[config.mk]
export PLATFORM = sky130hd
export DESIGN_NAME = edge_pixel_fetch
export DESIGN_NICKNAME = d
export VERILOG_FILES = /design/src/rtl/edge_pixel_fetch.sv
export SDC_FILE = /design/constraint.sdc
export NUM_CORES = 1
export LEC_CHECK = 0
export ABC_AREA = 1
export CORE_UTILIZATION = 58
export CTS_CLUSTER_DIAMETER = 120
export DETAILED_ROUTE_END_ITERATION = 8
export GPL_TIMING_DRIVEN = 0
export PLACE_DENSITY = 0.88
export SYNTH_ARGS = -nofsm -noshare
export SYNTH_HDL_FRONTEND = slang
export SYNTH_SLANG_ARGS = --single-unit
[constraint.sdc]
create_clock -name clk_i -period 7.7 [get_ports clk_i]
set_input_delay 1.925 -clock clk_i [delete_from_list [all_inputs] [get_ports clk_i]]
set_output_delay 1.925 -clock clk_i [all_outputs]
set_load 0.02 [all_outputs]
[src/rtl/edge_pixel_fetch.sv]
// edge_pixel_fetch: OBI read-DMA front end for the edge accelerator.
// Fetches len words from base and streams them out through a small FIFO.
module edge_pixel_fetch #(
  parameter int AddrWidth = 32,
  parameter int DataWidth = 32,
  parameter int IdWidth   = 1,
  parameter int FifoDepth = 4,
  parameter int LenWidth  = 16
) (
  input  logic                 clk_i,
  input  logic                 rst_ni,
  input  logic                 start_i,
  input  logic [AddrWidth-1:0] base_addr_i,
  input  logic [LenWidth-1:0]  len_i,
  output logic                 busy_o,
  output logic                 done_o,
  output logic                 err_o,
  output logic                 mgr_req_o,
  output logic [AddrWidth-1:0] mgr_addr_o,
  output logic                 mgr_we_o,
  output logic [3:0]           mgr_be_o,
  output logic [DataWidth-1:0] mgr_wdata_o,
  output logic [IdWidth-1:0]   mgr_id_o,
  input  logic                 mgr_gnt_i,
  input  logic                 mgr_rvalid_i,
  input  logic [DataWidth-1:0] mgr_rdata_i,
  input  logic [IdWidth-1:0]   mgr_rid_i,
  input  logic                 mgr_err_i,
  output logic                 px_valid_o,
  output logic [DataWidth-1:0] px_data_o,
  input  logic                 px_ready_i
);

  localparam int PtrW = (FifoDepth > 1) ? $clog2(FifoDepth) : 1;
  localparam int CntW = $clog2(FifoDepth) + 1;

  typedef enum logic [1:0] {
    IDLE,
    FETCH,
    DRAIN
  } state_t;

  state_t state_q, state_d;

  logic [AddrWidth-1:0] addr_q;
  logic [LenWidth-1:0]  len_q;
  logic [LenWidth-1:0]  issued_q;
  logic [LenWidth-1:0]  rcvd_q;
  logic [CntW-1:0]      outst_q;
  logic [CntW-1:0]      cnt_q;
  logic [CntW-1:0]      credits;
  logic [PtrW-1:0]      wptr_q;
  logic [PtrW-1:0]      rptr_q;
  logic [DataWidth-1:0] mem_q [FifoDepth];
  logic                 err_q;
  logic                 zl_done_q;

  logic active;
  logic accept;
  logic req;
  logic fire;
  logic push;
  logic pop;
  logic fin;
  logic unused_in;

  assign unused_in = ^{mgr_rid_i, base_addr_i[1:0]};

  assign active  = (state_q != IDLE);
  assign accept  = (state_q == IDLE) && start_i
                && (len_i != '0);
  assign credits = CntW'(FifoDepth) - outst_q - cnt_q;
  assign req     = (state_q == FETCH)
                && (issued_q < len_q)
                && (credits != '0);
  assign fire    = req && mgr_gnt_i;
  // Responses that arrive while idle belong to an aborted transfer.
  assign push    = mgr_rvalid_i && active;
  assign pop     = px_valid_o && px_ready_i;
  assign fin     = (state_q == DRAIN)
                && (rcvd_q == len_q)
                && (cnt_q == '0);

  always_comb begin
    state_d = state_q;
    unique case (state_q)
      IDLE: begin
        if (accept) state_d = FETCH;
      end
      FETCH: begin
        if (fire && (issued_q + LenWidth'(1)) == len_q)
          state_d = DRAIN;
      end
      DRAIN: begin
        if (fin) state_d = IDLE;
      end
      default: state_d = IDLE;
    endcase
  end

  always_ff @(posedge clk_i or negedge rst_ni) begin
    if (!rst_ni) state_q <= IDLE;
    else         state_q <= state_d;
  end

  always_ff @(posedge clk_i or negedge rst_ni) begin
    if (!rst_ni) begin
      addr_q    <= '0;
      len_q     <= '0;
      issued_q  <= '0;
      rcvd_q    <= '0;
      err_q     <= 1'b0;
      zl_done_q <= 1'b0;
    end else begin
      zl_done_q <= (state_q == IDLE) && start_i
                && (len_i == '0);
      if (accept) begin
        addr_q   <= {base_addr_i[AddrWidth-1:2], 2'b00};
        len_q    <= len_i;
        issued_q <= '0;
        rcvd_q   <= '0;
        err_q    <= 1'b0;
      end else begin
        if (fire) begin
          issued_q <= issued_q + LenWidth'(1);
          addr_q   <= addr_q + AddrWidth'(4);
        end
        if (push) begin
          rcvd_q <= rcvd_q + LenWidth'(1);
          if (mgr_err_i) err_q <= 1'b1;
        end
      end
    end
  end

  always_ff @(posedge clk_i or negedge rst_ni) begin
    if (!rst_ni) begin
      outst_q <= '0;
    end else if (accept) begin
      outst_q <= '0;
    end else begin
      unique case (1'b1)
        fire && !push: outst_q <= outst_q + CntW'(1);
        push && !fire: outst_q <= outst_q - CntW'(1);
        default:       outst_q <= outst_q;
      endcase
    end
  end

  always_ff @(posedge clk_i or negedge rst_ni) begin
    if (!rst_ni) begin
      wptr_q <= '0;
      rptr_q <= '0;
      cnt_q  <= '0;
      for (int i = 0; i < FifoDepth; i++)
        mem_q[i] <= '0;
    end else begin
      if (push) begin
        mem_q[wptr_q] <= mgr_rdata_i;
        wptr_q        <= wptr_q + PtrW'(1);
      end
      if (pop) rptr_q <= rptr_q + PtrW'(1);
      unique case (1'b1)
        push && !pop: cnt_q <= cnt_q + CntW'(1);
        pop && !push: cnt_q <= cnt_q - CntW'(1);
        default:      cnt_q <= cnt_q;
      endcase
    end
  end

  assign busy_o      = active && !fin;
  assign done_o      = fin || zl_done_q;
  assign err_o       = err_q;
  assign mgr_req_o   = req;
  assign mgr_addr_o  = addr_q;
  assign mgr_we_o    = 1'b0;
  assign mgr_be_o    = 4'hF;
  assign mgr_wdata_o = '0;
  assign mgr_id_o    = '0;
  assign px_valid_o  = (cnt_q != '0);
  assign px_data_o   = mem_q[rptr_q];

endmodule

# == Word level (Yosys, flattened, before mapping) ==
# Cells that the tools add are included.
# totals
register_bits,222
input_bits,88
elab_cells,97
# op_classes
addsub,11
n_lt_le_gt_ge,4
eq_ne,7
muxes,22
bitwise,2
n_reduce_logical,36
# op_table
op,n
2-to-1 mux 32 bit,5
bitwise mux 128 bit,1
binary-select mux 32 bit (select 2 bit),1
demux 32 bit (select 2 bit),1
2-to-1 mux 16 bit,4
adder 16 x 1 -> 16 bit (second input constant),2
adder 32 x 3 -> 32 bit (second input constant),1
== test 16 bit,2
logical AND 1 bit,17
logical NOT 16 bit,1
< comparator 16 bit,1
nonzero test 16 bit,1
case mux 3 bit (2 select lines),2
nonzero test 2 bit,5
nonzero test 3 bit,3
adder 3 x 1 -> 3 bit (second input constant),2
>= comparator 3 bit (second input constant),2
2-to-1 mux 2 bit,3
inverter 2 -> 3 bit,2
case mux 2 bit (3 select lines),1
subtractor 3 x 1 -> 3 bit (second input constant),2
adder 2 x 1 -> 2 bit (second input constant),2
logical NOT 1 bit,4
!= test 2 bit (second input constant),2
other kinds (13),15

# == Longest topological paths before layout ==
# Gate-level depths: netlist of the first run.
# depth
ltp_word,9
depth_mapped,17
mapped_depth_nobuf,17

# == Least setup slack after synthesis of the first run ==
# No wires, ideal clock.
# synth_timing
kind,flip-flop to output port
startpoint,register outst_q[1]
endpoint,output mgr_req_o
arrival_ps,1648
slack_ps,4127
stages_incl_launch_ff,8
n_path_buf,0
cell_sequence,dfrtp_1 > ha_1 > inv_1 > ha_1 > or2_2 > a21oi_2 > nor2_4 > and2_1
# synth_via
elab_chain_cells,4
# synth_rtl
element,line_no,text
from (decl),49,logic [CntW-1:0] outst_q;
from (signal assigned),143,fire && !push: outst_q <= outst_q + CntW'(1);
from (signal assigned),144,push && !fire: outst_q <= outst_q - CntW'(1);
from (signal assigned),145,default: outst_q <= outst_q;
subtractor 3 bit (2 in series),72,assign credits = CntW'(FifoDepth) - outst_q - cnt_q;
nonzero test 3 bit,75,&& (credits != '0);
logical AND 1 bit,75,
to (decl),18,"output logic mgr_req_o,"
# No other way between the ends.

# == Worst setup path after layout of the first run ==
# layout_timing
startpoint,register rptr_q[0]
endpoint,output px_data_o[22]
# layout_via
elab_chain_cells,4
# layout_rtl
element,line_no,text
from (decl),53,logic [PtrW-1:0] rptr_q;
from (signal assigned),162,if (pop) rptr_q <= rptr_q + PtrW'(1);
inverter 2 -> 3 bit (not written as such),181,assign px_data_o = mem_q[rptr_q];
binary-select mux 32 bit (select 2 bit),181,
2-to-1 mux 32 bit (not written as such) (2 in series),181,
to (decl),30,"output logic [DataWidth-1:0] px_data_o,"
# No other way between the ends. The select of a mux whose other input is x is not followed.

==> results of run 1 <==
==> final cells by class <==
class / instances / area share, %
Clock buffer: 33 / 4.52
Inverter: 151 / 3.80
Tap cell: 270 / 2.26
Timing Repair Buffer: 152 / 10.3
Buffer: 105 / 3.88
Clock inverter: 8 / 0.511
Multi-Input combinational cell: 1127 / 37.8
Sequential cell: 220 / 36.9
==> cell families (layout without fill, tap and decap cells) <==
group,Yosys count,after routing,synth area share (%)
AND/OR/NAND/NOR,668,668,23.6
AO/OA/AOI/OAI,340,340,14.8
buffers and inverters,256,449,9.43
flip-flops,220,220,45.3
XOR/XNOR,47,47,3.50
adder cells (fa/ha/maj),29,29,3.11
multiplexers,3,3,0.247
other,2,40,0.0618
==> tightest hold or removal path: stages (launching register included) <==
cell	delay, ns
dfrtp_1	0.34
nand2_1	0.05
o21ai_0	0.06
==> power by group through the flow <==
stage | logic, mW | registers (mW) | clock network (mW)
finish | 1.83 | 1.73 | 1.12
global route | 1.98 | 1.76 | 1.17
CTS | 1.81 | 1.72 | 1.12
detailed placement | 1.77 | 1.73 | 0
global placement | 1.71 | 1.71 | 0
floorplan | 1.09 | 1.67 | 0
==> per-stage QoR <==
step                instances  cell area [sq um]
floorplan                1603              12300
global placement         2024              14100
detailed placement       2025              14200
CTS                      2066              14900
global route             2066              14900
finish                   2066              14900
==> routing by layer <==
layer  wire [microns]  global-route usage [%]  vias to the layer above
li1                 -                       -                     5455
met1            13600                    41.7                     5453
met2            16900                    55.3                      601
met3             3130                    4.84                       90
met4             1150                    12.7                        0
met5                0                       0                        -
==> layout by cell type (no fill, tap or decap), drive strengths merged, types with 42 or more instances in the layout <==
| cell type | n |
|---|---|
| clkbuf | 81 |
| nand2 | 394 |
| o22ai | 42 |
| nor2 | 148 |
| nand3 | 72 |
| inv | 151 |
| o21ai | 267 |
| clkdlybuf4s50 | 150 |
| dfrtp | 220 |
| buf | 59 |
==> worst paths after layout <==
kind	slack, ns	cells past startpoint	from	to
max in group asynchronous	5.21	2	rst_ni	mgr_addr_o[14]
min in group asynchronous	1.48	1	rst_ni	mem_q[104]
max	2.57	7	rptr_q[0]	px_data_o[22]
max reg2reg	4.76	16	len_q[14]	outst_q[2]
min	0.48	2	mem_q[61]	mem_q[61]
min reg2reg	0.48	2	mem_q[61]	mem_q[61]
==> sequential cells by signal (all words and copies together) (netlist names), 2 cells and up <==
register    count
wptr_q          2
mem_q         128
outst_q         3
mgr_addr_o     30
issued_q       16
state_q         2
rcvd_q         16
cnt_q           3
rptr_q          2
len_q          16
==> results.toml, run 1 <==
[floorplan]
io_pins = 195
die_y_microns = 147
die_x_microns = 147
core_area_sq_um = 20400
dieArea_sq_um = 21500
num_rows = 52
start_util_pct = 59.7

[sta]
setup_slack_ns = 2.57
worst_pin_slew_ns = 0.912
finalHoldViolCount = 0
maxSlewViolCount = 0
setup_tns_ns = 0
period_minus_slack_ns = 5.13
grt_setup_unrepaired = "no"
period_share_pct = 66.6
fin_skew_ns = 0.0146
setup_viol = 0
max_freq_mhz = 195
hold_ws_ns = 0.480
relSlewSlack_pct = 39.2

[setup_path]
critPathMaxStageDelay_ns = 0.67
worstSetupPathType = "reg2out"
path_max_fanout = 10
cp-end-kind = "primary output"
critPathLaunchType = "register"
arrival_ns = 3.20
crit_top_cell = "clkbuf_1"
cp_top_family = "buffers and inverters"
critPathRequiredTime_ns = 5.78
worstPathBufferInverterCount = 5
cp_cell_sequence = "clkbuf_1, inv_1, clkbuf_1, clkbuf_1, nor2_1, o22ai_1, clkdlybuf4s50_1"
slowest_stage = "clkdlybuf4s50_1"

[drt]
drtIter0Drc = 895
routedWlPerCell_microns = 16.8
via_per_inst = 5.61
totalWireLength_mm = 34.8
first_pass_iters = 5
vias = 11600
ant_nets = 0
drc = 0

[synth]
yosys-top-cells-area = "dfrtp_1 45%, nand2_1 12%, o21ai_0 11%, inv_1 4.6%, nor2_1 4.1%"
netlist_area_sq_um = 12200
yosysMostFrequentCell = "nand2_1"
synthFlopType = "dfrtp_1"
seq_area_frac_synth_pct = 45.3
ys_warn_count = 0
yosysTopAreaCellShare_pct = 45.3
ys_seq_elements = 220
syn_avg_cell_area_sq_um = 7.77
synth_common_cells = "387 x nand2_1, 258 x o21ai_0, 220 x dfrtp_1"
ys_types = 44
synth-edff-count = 0
async_reset_ff_share_pct = 100
synth_top_area_cell = "dfrtp_1"
syn_inst = 1565

[global_route]
grt_pass1_wl_mm = 56.2
antenna_found_initial = 0
grt_pass1_vias = 11500
grt-ovfl-total = 0
grt_max_degree = 121
grt.total_usage_pct = 32.5

[cts]
cts_hold_buf = 0
htreeDepth = 1
cts_made_buffers = 24
cts.path.max_buffers = 3
cts_setup_buffers = 0
ctsResizeCount = 0
cts_sinks = 220
cts_root_buffer = "clkbuf_16"
clkLatencyLatePin_ns = 0.53
cts_tree = "yes"
clkTransAtPathRegs_ns = 0.06

[power_and_ir_drop]
intPower_mw = 2.87
vdd_ir_drop_max_mv = 0.260
seq_power_share_pct = 37.0
clkPwrFrac_pct = 23.9
pwr-share-comb_pct = 39.1
p_leak_nw = 7.21
p_sw_mw = 1.80
finalPower_mw = 4.67
powerDensity_nw_per_um2 = 313
swShare_pct = 38.5

[placed_design]
gp_congestion = 0.924
post-place-ws_ns = 3.21
port_buffers = 151
dpl.hpwl_mm = 24.0

[final_layout]
syn_to_final_growth_pct = 22.8
finish.utilization_pct = 73.3
multi_input_area_sq_um = 5650
diodes = 0
drive_above_1_share_pct = 7.24
nets = 1898
ff_latch_area_sq_um = 5510
nFillCells = 1576

[worst_hold_path]
hold_path_class = "reg2reg"

[status]
status = "finished, final reports clean"

[flow_run]
maxCapViolations = 0
(Power assumes the default switching activity.)
==> run 2: changes to the inputs <==
--- a/config.mk
+++ b/config.mk
@@ -6,11 +6,11 @@
 export NUM_CORES = 1
 export LEC_CHECK = 0
 export ABC_AREA = 1
-export CORE_UTILIZATION = 58
+export CORE_UTILIZATION = 49
 export CTS_CLUSTER_DIAMETER = 120
 export DETAILED_ROUTE_END_ITERATION = 8
 export GPL_TIMING_DRIVEN = 0
-export PLACE_DENSITY = 0.88
+export PLACE_DENSITY = 0.79
 export SYNTH_ARGS = -nofsm -noshare
 export SYNTH_HDL_FRONTEND = slang
 export SYNTH_SLANG_ARGS = --single-unit
==> constraint.sdc (replaced) <==
create_clock -name clk_i -period 4.6 [get_ports clk_i]
set_input_delay 1.15 -clock clk_i [delete_from_list [all_inputs] [get_ports clk_i]]
set_output_delay 1.15 -clock clk_i [all_outputs]
set_load 0.02 [all_outputs]
==> results.toml, run 2 (synthesis gave the netlist of run 1 again) <==
[placed_design]
dpl.hpwl_mm = 24.3
post-place-ws_ns = 0.914
place_area_sq_um = 14300
gp_congestion = 0.919
port_buffers = 151
dp_cells = 2080

[final_layout]
nFillCells = 2134
diodes = 0
nets = 1900
multi_input_area_sq_um = 5650
ff_latch_area_sq_um = 5510
regMostFlops = "mem_q"
final_cell_mix = "387 x nand2_1, 258 x o21ai_0, 220 x dfrtp_1, 150 x clkdlybuf4s50_1, 148 x inv_1"
layout_commonest_cell = "nand2_1"
finalInstanceArea_sq_um = 15200
instances_no_fill = 2126
largest_reg_flops = 128
drive_above_1_share_pct = 7.71
syn_to_final_growth_pct = 24.7

[global_route]
grt_max_degree = 101
grt-ovfl-total = 0
grt_pass1_wl_mm = 55.3
antenna_found_initial = 0
grt.total_usage_pct = 26.8
grt_pass1_vias = 10900

[cts]
cts.path.max_buffers = 3
clkLatencyLatePin_ns = 0.54
cts_made_buffers = 25
cts_root_buffer = "clkbuf_16"
cts_tree = "yes"
clkTransAtPathRegs_ns = 0.06
ctsResizeCount = 0
cts_sinks = 220
cts_hold_buf = 0
htreeDepth = 1
cts_setup_buffers = 0

[power_and_ir_drop]
p_leak_nw = 7.29
vdd_ir_drop_max_mv = 0.432
finalPower_mw = 7.96
powerDensity_nw_per_um2 = 525

[drt]
drtIter0Drc = 933
ant_nets = 0
vias = 11400
totalWireLength_mm = 33.8
via_per_inst = 5.38
drc = 0
routedWlPerCell_microns = 15.9
first_pass_iters = 5

[setup_path]
critPathLaunchType = "register"
slowest_stage = "clkdlybuf4s50_1"
path_max_fanout = 10
critPathRequiredTime_ns = 3.45
crit_top_cell = "clkbuf_1"
cp-end-kind = "primary output"
critPathMaxStageDelay_ns = 0.66
cp_cell_sequence = "clkbuf_1, inv_1, clkbuf_1, clkbuf_1, nor2_1, o22ai_1, clkdlybuf4s50_1"
worstSetupPathType = "reg2out"
arrival_ns = 3.12

[sta]
fin_skew_ns = 0.0102
setup_slack_ns = 0.334
grt_setup_unrepaired = "no"
maxSlewViolCount = 0
worst_pin_slew_ns = 0.599
setup_viol = 0
finalHoldViolCount = 0
max_freq_mhz = 234
period_minus_slack_ns = 4.27
relSlewSlack_pct = 60.1
period_share_pct = 92.7

[flow_run]
maxCapViolations = 0

[floorplan]
core_area_sq_um = 24300
die_x_microns = 159
io_pins = 195
num_rows = 57
start_util_pct = 50.0
die_y_microns = 159
dieArea_sq_um = 25400

[worst_hold_path]
hold_path_class = "in2async"

[status]
status = "finished, final reports clean"
## run 2: per-layer routing
layer  vias up  global-route usage [%]  share of wire (%)  wire, microns
li1       5470                       -                  -              -
met1      5423                    35.8                 42          14200
met2       484                    45.0                 48          16300
met3        71                    3.31                7.0           2380
met4         0                    9.13                2.7            925
met5         -                       0                  0              0
## run 2: final cells by class
cell class / count / area share (%)
plain buffers: 105 / 3.82
clock buffers: 34 / 4.81
clock inverters: 12 / 1.03
inverters: 151 / 3.74
multi-input cells: 1127 / 37.2
flip-flops and latches: 220 / 36.3
well taps: 324 / 2.67
repair buffers: 153 / 10.4
## run 2: final timing paths
check	startpoint	to	slack, ns	cells after the start
hold / removal	rst_ni	mem_q[105]	0.48	1
setup / recovery	rptr_q[0]	px_data_o[28]	0.33	7
hold reg to reg	mem_q[37]	mem_q[37]	0.48	2
min in group clk_i	mem_q[37]	mem_q[37]	0.48	2
max in group asynchronous	rst_ni	mgr_addr_o[11]	2.92	3
setup reg to reg	len_q[11]	outst_q[2]	1.59	16
## run 2: worst max-delay path, delay by kind of cell, from the launching register on
kind	cells	cell delay (ns)
AO/OA/AOI/OAI	1	0.28
buffers and inverters	5	1.83
flip-flops	1	0.39
AND/OR/NAND/NOR	1	0.08
## run 2: power by group
group	switching, mW	total (mW)	internal (mW)
Combinational	1.77	2.98	1.21
Sequential	0.344	2.87	2.52
Clock	0.832	2.12	1.29
Total	2.95	7.96	5.02
## run 2: metrics by stage
step | setup TNS (ns) | hold WS (ns) | util, %
2_1_floorplan | 0 | 0.448 | -
5_1_grt | 0 | 0.494 | 62.3
3_3_place_gp | -1516.05 | 0.460 | 58.4
3_5_place_dp | 0 | 0.468 | 58.7
6_report | 0 | 0.477 | 62.3
4_1_cts | 0 | 0.479 | 62.3
==> run 3: changes to the inputs <==
--- a/config.mk
+++ b/config.mk
@@ -6,11 +6,11 @@
 export NUM_CORES = 1
 export LEC_CHECK = 0
 export ABC_AREA = 1
-export CORE_UTILIZATION = 49
+export CORE_UTILIZATION = 55
 export CTS_CLUSTER_DIAMETER = 120
 export DETAILED_ROUTE_END_ITERATION = 8
 export GPL_TIMING_DRIVEN = 0
-export PLACE_DENSITY = 0.79
+export PLACE_DENSITY = 0.84
 export SYNTH_ARGS = -nofsm -noshare
 export SYNTH_HDL_FRONTEND = slang
 export SYNTH_SLANG_ARGS = --single-unit
==> constraint.sdc (replaced) <==
create_clock -name clk_i -period 4.1 [get_ports clk_i]
set_input_delay 1.025 -clock clk_i [delete_from_list [all_inputs] [get_ports clk_i]]
set_output_delay 1.025 -clock clk_i [all_outputs]
set_load 0.02 [all_outputs]
==> results.toml, run 3 (synthesis gave the netlist of run 1 again) <==
[status]
status = "finished, final reports clean"

[global_route]
grt_pass1_wl_mm = 54.5
grt-ovfl-total = 0
grt_busiest_layer = "met2"
grt_pass1_vias = 11100
met1_usage_pct = 39.5
met3_usage_pct = 4.61
antenna_found_initial = 0
met2_usage_pct = 51.8
grt_max_degree = 113
grt.total_usage_pct = 30.6

[final_layout]
drive_above_1_share_pct = 7.84
regMostFlops = "mem_q"
largest_reg_flops = 128
finish.utilization_pct = 69.4
syn_to_final_growth_pct = 24.3
final_cell_mix = "387 x nand2_1, 258 x o21ai_0, 220 x dfrtp_1, 150 x clkdlybuf4s50_1, 148 x inv_1"
layout_commonest_cell = "nand2_1"
nFillCells = 1779
instances_no_fill = 2078
diodes = 0
nets = 1898

[placed_design]
dpl.hpwl_mm = 24.1
dp_cells = 2036
port_buffers = 151
gp_congestion = 0.961
post-place-ws_ns = 0.564

[worst_hold_path]
hold_path_class = "in2async"

[floorplan]
dieArea_sq_um = 22700
num_rows = 54
die_x_microns = 151
start_util_pct = 55.9
die_y_microns = 151
core_area_sq_um = 21800
io_pins = 195

[setup_path]
cp_top_family = "buffers and inverters"
timing.rr.end = "outst_q[2]"
worstPathBufferInverterCount = 4
path_max_fanout = 11
arrival_ns = 2.91
critPathLaunchType = "register"
rr_startpoint = "len_q[11]"
worstSetupPathType = "reg2out"
cp_cell_sequence = "clkbuf_1, inv_1, clkbuf_1, nor2_1, o22ai_1, clkdlybuf4s50_1"
worstRegToRegCells = 16
critPathMaxStageDelay_ns = 0.67
cp-end-kind = "primary output"
critPathRequiredTime_ns = 3.07
r2r_slack_ns = 1.14
crit_top_cell = "clkbuf_1"
slowest_stage = "clkdlybuf4s50_1"

[cts]
cts_sinks = 220
cts.path.max_buffers = 3
cts_made_buffers = 24
cts_root_buffer = "clkbuf_16"
ctsResizeCount = 1
cts_hold_buf = 0
cts_setup_buffers = 0
clkTransAtPathRegs_ns = 0.06
cts_tree = "yes"
clkLatencyLatePin_ns = 0.53
htreeDepth = 1

[drt]
routedWlPerCell_microns = 16.4
drtIter0Drc = 764
totalWireLength_mm = 34.0
via_per_inst = 5.55
drc = 0
first_pass_iters = 5
ant_nets = 0
vias = 11500

[sta]
period_share_pct = 96.0
setup_slack_ns = 0.166
setup_tns_ns = 0
maxSlewViolCount = 0
hold_ws_ns = 0.357
max_freq_mhz = 254
fin_skew_ns = 0.0186
period_minus_slack_ns = 3.93
relSlewSlack_pct = 56.6
grt_setup_unrepaired = "no"
worst_pin_slew_ns = 0.651
finalHoldViolCount = 0
setup_viol = 0

[power_and_ir_drop]
powerDensity_nw_per_um2 = 597
vdd_ir_drop_max_mv = 0.434
p_leak_nw = 7.28

[flow_run]
maxCapViolations = 0
## run 3: cell count changes in the layout (fill, tap and decap cells not counted), sizes merged
cell,change
clkbuf,-4
bufinv,+2
clkinv,-3
inv,-1
clkinvlp,+2
## run 3: worst max-delay path by stage
stage	startpoint	endpoint	cells after the start
final	rptr_q[0]	px_data_o[0]	6
after global routing	rptr_q[0]	px_data_o[0]	6
after global placement	rst_ni	mgr_addr_o[26]	1
after detailed placement	rptr_q[0]	px_data_o[27]	7
after floorplan	outst_q[1]	mgr_req_o	7
after CTS	rptr_q[0]	px_data_o[20]	7
## run 3: metal layers
layer	wire (microns)	up-vias
li1	-	5464
met4	1280	0
met1	13700	5411
met2	16200	541
met3	2820	109
met5	0	-
## run 3: worst reg2reg max path: stages (launching register included)
cell and delay [ns]:
dfrtp_1 0.45, inv_1 0.11, ha_1 0.34, nand2_1 0.07
inv_1 0.03, o21ai_0 0.14, nand4_1 0.21, nor2_4 0.20
nand3_4 0.15, nand2_1 0.21, inv_1 0.09, fa_1 0.38
xor2_1 0.18, nand3b_1 0.16, nand2_1 0.08, nand2_1 0.05
nand2_1 0.06
## run 3: report_power, final
group / switching (mW) / total (mW) / internal, mW
Sequential: 0.401 / 3.23 / 2.83
Combinational: 2.03 / 3.39 / 1.36
Clock: 0.906 / 2.39 / 1.48
Total: 3.34 / 9.01 / 5.67
## run 3: through the flow
step	total power [mW]	cell area, sq um
CTS	9.00	15100
global route	9.55	15100
detailed placement	6.58	14200
floorplan	5.20	12300
global placement	6.44	14200
finish	9.01	15100
## run 3: layout make-up
cell class	instances	area [sq um]	share of cell area (%)
multi-input combinational	1127	5650	37.4
sequential	220	5510	36.5
timing repair buffer	153	1570	10.4
clock buffer	31	677	4.48
buffer	104	582	3.85
inverter	151	567	3.75
tap	280	350	2.32
clock inverter	12	204	1.35
